**src/rtl/sha256_kw_schedule_if.sv**
```systemverilog
// SHA-256 message-schedule stage bus.
// Host/ROM side is master, schedule stage is slave.
interface sha256_kw_schedule_if;
  logic         start;
  logic [511:0] block;
  logic [5:0]   round;
  logic [31:0]  Kt;
  logic [31:0]  kw;
  logic [5:0]   kw_round;
  logic         kw_valid;
  logic         busy;
  logic         done;

  modport master (
    output start,
    output block,
    output Kt,
    input  round,
    input  kw,
    input  kw_round,
    input  kw_valid,
    input  busy,
    input  done
  );

  modport slave (
    input  start,
    input  block,
    input  Kt,
    output round,
    output kw,
    output kw_round,
    output kw_valid,
    output busy,
    output done
  );
endinterface

```
**src/rtl/sha256_kw_schedule.sv**
```systemverilog
// SHA-256 message schedule: 16-word sliding window,
// Wt delayed to meet the ROM Kt, registered Kt+Wt.
module sha256_kw_schedule #(
  parameter int K_LATENCY = 1
) (
  input  logic clk,
  input  logic reset_n,
  sha256_kw_schedule_if.slave bus
);

  typedef enum logic [1:0] {
    S_IDLE,
    S_RUN,
    S_DRAIN
  } state_t;

  localparam logic [1:0] DRAIN_LAST = 2'(K_LATENCY);
  localparam int         TAIL       = K_LATENCY - 1;

  state_t      r_state;
  logic [5:0]  r_round;
  logic [1:0]  r_drain;
  logic        r_busy;

  logic [31:0] r_w [16];

  logic        r_dv [K_LATENCY];
  logic [31:0] r_dw [K_LATENCY];
  logic [5:0]  r_dr [K_LATENCY];

  logic [31:0] r_kw;
  logic [5:0]  r_kw_round;
  logic        r_kw_valid;
  logic        r_done;

  logic        w_accept;
  logic        w_run;
  logic [31:0] w_new;

  function automatic logic [31:0] s0(
    input logic [31:0] x
  );
    s0 = {x[6:0], x[31:7]}
       ^ {x[17:0], x[31:18]}
       ^ (x >> 3);
  endfunction

  function automatic logic [31:0] s1(
    input logic [31:0] x
  );
    s1 = {x[16:0], x[31:17]}
       ^ {x[18:0], x[31:19]}
       ^ (x >> 10);
  endfunction

  assign w_accept = (r_state == S_IDLE)
                  && bus.start;
  assign w_run    = (r_state == S_RUN);
  assign w_new    = s1(r_w[14]) + r_w[9]
                  + s0(r_w[1]) + r_w[0];

  // Control FSM: round counter, busy and drain timing.
  always_ff @(posedge clk) begin
    if (!reset_n) begin
      r_state <= S_IDLE;
      r_round <= 6'd0;
      r_drain <= 2'd0;
      r_busy  <= 1'b0;
    end else begin
      unique case (1'b1)
        (r_state == S_IDLE): begin
          if (bus.start) begin
            r_round <= 6'd0;
            r_busy  <= 1'b1;
            r_state <= S_RUN;
          end
        end
        (r_state == S_RUN): begin
          if (r_round == 6'd63) begin
            r_drain <= 2'd0;
            r_state <= S_DRAIN;
          end else begin
            r_round <= r_round + 6'd1;
          end
        end
        (r_state == S_DRAIN): begin
          if (r_drain == DRAIN_LAST) begin
            r_busy  <= 1'b0;
            r_round <= 6'd0;
            r_state <= S_IDLE;
          end else begin
            r_drain <= r_drain + 2'd1;
          end
        end
        default: begin
          r_busy  <= 1'b0;
          r_round <= 6'd0;
          r_state <= S_IDLE;
        end
      endcase
    end
  end

  // Window: load at accept, slide and expand while running.
  always_ff @(posedge clk) begin
    if (w_accept) begin
      for (int i = 0; i < 16; i++) begin
        r_w[i] <= bus.block[511 - 32*i -: 32];
      end
    end else if (w_run) begin
      for (int i = 0; i < 15; i++) begin
        r_w[i] <= r_w[i + 1];
      end
      r_w[15] <= w_new;
    end
  end

  // Delay-line valid bits; cleared on reset to abort a block.
  always_ff @(posedge clk) begin
    if (!reset_n) begin
      for (int i = 0; i < K_LATENCY; i++) begin
        r_dv[i] <= 1'b0;
      end
    end else begin
      r_dv[0] <= w_run;
      for (int i = 1; i < K_LATENCY; i++) begin
        r_dv[i] <= r_dv[i - 1];
      end
    end
  end

  // Delay-line payload: Wt and its round index.
  always_ff @(posedge clk) begin
    r_dw[0] <= r_w[0];
    r_dr[0] <= r_round;
    for (int i = 1; i < K_LATENCY; i++) begin
      r_dw[i] <= r_dw[i - 1];
      r_dr[i] <= r_dr[i - 1];
    end
  end

  // Output stage: add the aligned Kt to the delayed Wt.
  always_ff @(posedge clk) begin
    if (!reset_n) begin
      r_kw       <= 32'd0;
      r_kw_round <= 6'd0;
      r_kw_valid <= 1'b0;
      r_done     <= 1'b0;
    end else if (r_dv[TAIL]) begin
      r_kw       <= bus.Kt + r_dw[TAIL];
      r_kw_round <= r_dr[TAIL];
      r_kw_valid <= 1'b1;
      r_done     <= (r_dr[TAIL] == 6'd63);
    end else begin
      r_kw_valid <= 1'b0;
      r_done     <= 1'b0;
    end
  end

  assign bus.round    = r_round;
  assign bus.busy     = r_busy;
  assign bus.kw       = r_kw;
  assign bus.kw_round = r_kw_round;
  assign bus.kw_valid = r_kw_valid;
  assign bus.done     = r_done;

endmodule

```
**src/flat_wrapper.sv**
```systemverilog
// flat-port wrapper written by rule: the top's interface ports become plain ports
module sha256_kw_schedule_flat 
#(
  parameter int K_LATENCY = 1
)
  (clk, reset_n, bus_start, bus_block, bus_Kt, bus_round, bus_kw, bus_kw_round, bus_kw_valid, bus_busy, bus_done);
  sha256_kw_schedule_if bus_i ();
  input  logic clk;
  input  logic reset_n;
  input wire logic [$bits(bus_i.start)-1:0] bus_start;
  input wire logic [$bits(bus_i.block)-1:0] bus_block;
  input wire logic [$bits(bus_i.Kt)-1:0] bus_Kt;
  output wire logic [$bits(bus_i.round)-1:0] bus_round;
  output wire logic [$bits(bus_i.kw)-1:0] bus_kw;
  output wire logic [$bits(bus_i.kw_round)-1:0] bus_kw_round;
  output wire logic [$bits(bus_i.kw_valid)-1:0] bus_kw_valid;
  output wire logic [$bits(bus_i.busy)-1:0] bus_busy;
  output wire logic [$bits(bus_i.done)-1:0] bus_done;
  assign bus_i.start = bus_start;
  assign bus_i.block = bus_block;
  assign bus_i.Kt = bus_Kt;
  assign bus_round = bus_i.round;
  assign bus_kw = bus_i.kw;
  assign bus_kw_round = bus_i.kw_round;
  assign bus_kw_valid = bus_i.kw_valid;
  assign bus_busy = bus_i.busy;
  assign bus_done = bus_i.done;
  sha256_kw_schedule #(.K_LATENCY(K_LATENCY)) u_core (.clk(clk), .reset_n(reset_n), .bus(bus_i));
endmodule
```
**config.mk**
```make
export PLATFORM = sky130hd
export DESIGN_NAME = sha256_kw_schedule_flat
export DESIGN_NICKNAME = d
export VERILOG_FILES = /design/src/rtl/sha256_kw_schedule_if.sv /design/src/rtl/sha256_kw_schedule.sv /design/src/flat_wrapper.sv
export SDC_FILE = /design/constraint.sdc
export NUM_CORES = 1
export LEC_CHECK = 0
export ABC_AREA = 1
export ABC_CLOCK_PERIOD_IN_PS = 12900
export BUFFER_PORTS_ARGS = -buffer_cell sky130_fd_sc_hd__buf_2
export CORE_MARGIN = 2
export CORE_UTILIZATION = 30
export CTS_BUF_LIST = sky130_fd_sc_hd__clkbuf_8
export DETAILED_ROUTE_END_ITERATION = 16
export PLACE_DENSITY_LB_ADDON = 0.05
export SLEW_MARGIN = 20
export SYNTH_ARGS = -nofsm -noshare
export SYNTH_HDL_FRONTEND = slang
export SYNTH_SLANG_ARGS = --single-unit
```
**constraint.sdc**
```tcl
create_clock -name clk -period 12.9 [get_ports clk]
set_clock_uncertainty 0.2 [all_clocks]
set_input_delay 0.645 -clock clk [delete_from_list [all_inputs] [get_ports clk]]
set_output_delay 0.645 -clock clk [all_outputs]
set_load 0.05 [all_outputs]
```
==> run metrics <==
status finished, final reports clean; largest net degree at the start of global routing 203; Slew @ Worst Pin 1.00 ns; Final min period 4.41 ns; die boundary height 330 um; Avg WL per Cell 20.5 um; layout cells sized above 1 0.157; critical path arrival 4.71 ns; CP Class register to register; RSZ-0062 raised after global routing false; Synth Register Bits 602; Fin. Hold Viols 0; CP Cell Sequence xnor2_1 -> xor2_1 -> inv_1 -> fa_1 -> inv_1 -> fa_1 -> inv_1 -> ha_1 -> inv_1 -> fa_1 -> inv_1 -> nand3_1 -> nand3_1 -> nand2_1 -> nand2_1 -> nand2_1 -> nand2_1 -> nand2_1 -> nand2_1 -> nand2_1 -> nand3_1 -> nand2_1; # fillers 11,000; Num CTS Buffers 111; EDFF count, synth 512; port bufs 593; LEAKAGE 0.0209 uW; CP Max Fanout 4; First-pass DRT Iterations 5; Tcrit/Tclk final 0.342; Finished Layout Cells 6,270; routing usage on met1 0.319; proportion of netlist area held by the largest area contributor 0.484; clk sinks 602; synth top area cells edfxtp_1, nand2_1, dfxtp_1; via count of the first global-routing pass 27,600; CTS root buf clkbuf_8; fmax 0.227 GHz; Synth Area per Inst 8.52 um^2; gp weighted congestion 0.879; critical path launch point type register; Layout area overhead 34.3%; maximum VDD drop 0.316 mV; Reg clk slew, reported paths 0.07 ns; library cells used by synthesis 39; initial antenna violation count 11; Post-CTS Resized 0; GRT Residual Overflow 0; synthesized area 0.0318 mm^2; crit path capture type register; GRT busiest layer met2; PD cells 251 mW/mm^2; Die ar. 0.109 mm^2; most used cell, CP nand2_1; grt met2 use 0.372; ys async rst share 0; largest incremental delay on the critical path 0.50 ns; met3 Use GR 0.0339; H-tree depth 3; slew margin rel. 0.331; setup_tns 0 ns; leading cell type in the layout, fill and taps excluded nand2_1; global-route wire length before repair 181,000 um; Ys Warns 0; dpl hpwl 96,600 um; Slowest-stage cell, CP fa_1; Vias/cell 4.39; Req. time, crit path 13.21 ns; Final setup viols 0; FP Rows 119; Die W 330 um; top cell type by total area after synthesis edfxtp_1; Detailed Route WL 128,000 um; MaxCap Viol Count 0; register area share after synthesis 0.540; CORE AREA 0.105 mm^2; Post-Place Cells 5,608; clock latency on the worst-skew pair 0.76 ns; top_reg_cell synth edfxtp_1; Net count, final 5,463; Syn Inst Count 3,731; clk buf depth 3; CTS tree done; total power 10,700 uW; All-Layer GR Usage 0.231; Starting DRT DRC Count 1,878; via count 27,600; initial core utilization 0.302; CP Buf/Inv Count 5; Slew Viols, Final 0; Crit path max-delay family adder cells; DRC errors left 0; most frequent cells in the layout nand2_1, buf_2, edfxtp_1; reg2reg setup slack 8.49 ns; num ports 594; Synthesized Nets 4,405; Min-Delay Path Class primary input to register; Antenna Nets Post-Route 0
-- final cells by class --
class | instances | area, um^2 | area share
well taps | 1391 | 1740 | 0.0408
inverters | 400 | 1510 | 0.0355
flip-flops and latches | 602 | 17200 | 0.402
diodes | 7 | 17.5 | 0.000410
clock inverters | 79 | 385 | 0.00902
multi-input cells | 2605 | 12600 | 0.294
clock buffers | 117 | 1610 | 0.0377
repair buffers | 1069 | 7700 | 0.180
-- sequential cells by signal (all words and copies together) (netlist names) --
| signal | flops |
|---|---|
| u_core.r_drain | 2 |
| u_core.r_state | 2 |
| u_core.bus.kw_valid | 1 |
| u_core.r_w | 512 |
| u_core.bus.kw_round | 6 |
| u_core.bus.round | 6 |
| u_core.r_dv | 1 |
| u_core.bus.done | 1 |
| u_core.bus.busy | 1 |
| u_core.bus.kw | 32 |
| u_core.r_dr | 6 |
| u_core.r_dw | 32 |
-- power by group --
part	switching (uW)	internal (uW)	leakage [uW]
clock network	847	856	0.00119
registers	255	2740	0.00579
logic	4050	1950	0.0139
total	5160	5540	0.0209
-- synthesized netlist by cell type, drive strengths merged, types with 7 or more instances --
master / n
dfxtp: 90
fa: 63
inv: 399
o21ai: 51
xnor2: 84
nor2: 149
nand3b: 9
and2: 9
ha: 64
a21oi: 61
nand2: 1927
clkbuf: 31
nand3: 85
edfxtp: 512
xor2: 57
or2: 7
nand4: 10
buf: 93
nor3: 14
-- kinds of logic after synthesis --
kind of cell             Yosys count  share of synthesized area
AND/OR/NAND/NOR                 2213                      0.270
flip-flops                       602                      0.540
buffers and inverters            524                     0.0654
XOR/XNOR                         141                     0.0388
adder cells (fa/ha/maj)          127                     0.0649
AO/OA/AOI/OAI                    124                     0.0205
-- routing by layer --
metal,part of all wire,wire length (um)
met5,0.00032,41
met1,0.45,58400
met4,0.031,4040
met2,0.46,59400
met3,0.052,6640
-- worst paths after layout --
kind,startpoint,depth (start not counted),endpoint
max,u_core.r_w[0][40]$_DFFE_PP_,22,u_core.r_w[7][63]$_DFFE_PP_
min,bus_block[11],3,u_core.r_w[7][43]$_DFFE_PP_
max reg2reg,u_core.r_w[0][40]$_DFFE_PP_,22,u_core.r_w[7][63]$_DFFE_PP_
min reg2reg,u_core.r_w[0][10]$_DFFE_PP_,0,u_core.r_dw[0][10]$_DFF_P_
-- repair_timing --
item / CTS / global route
hold endpoints to repair: 459 / 0
setup buffers: 0 / 0
hold buffers: 459 / 0
-- per-stage QoR --
| stage | setup WS [ns] | util | instance area, um^2 | hold WS, ns |
|---|---|---|---|---|
| 2_1_floorplan | 4.78 | - | 31800 | 0.148 |
| 3_3_place_gp | 8.61 | 0.343 | 36100 | 0.156 |
| 3_5_place_dp | 8.54 | 0.343 | 36100 | 0.156 |
| 4_1_cts | 8.52 | 0.406 | 42700 | 0.000992 |
| 5_1_grt | 8.10 | 0.406 | 42700 | 0.00951 |
| 6_report | 8.49 | 0.406 | 42700 | 0.0478 |
-- worst reg2reg max path, cell delays in order (launching register included) --
cell and delay [ns]:
edfxtp_1 0.49, xnor2_1 0.24, xor2_1 0.19, inv_1 0.10, fa_1 0.50, inv_1 0.05
fa_1 0.43, inv_1 0.07, ha_1 0.23, inv_1 0.09, fa_1 0.46, inv_1 0.07
nand3_1 0.06, nand3_1 0.18, nand2_1 0.08, nand2_1 0.14, nand2_1 0.07, nand2_1 0.15
nand2_1 0.11, nand2_1 0.08, nand2_1 0.05, nand3_1 0.08, nand2_1 0.06
No activity file was read; power rests on OpenSTA's default activity.
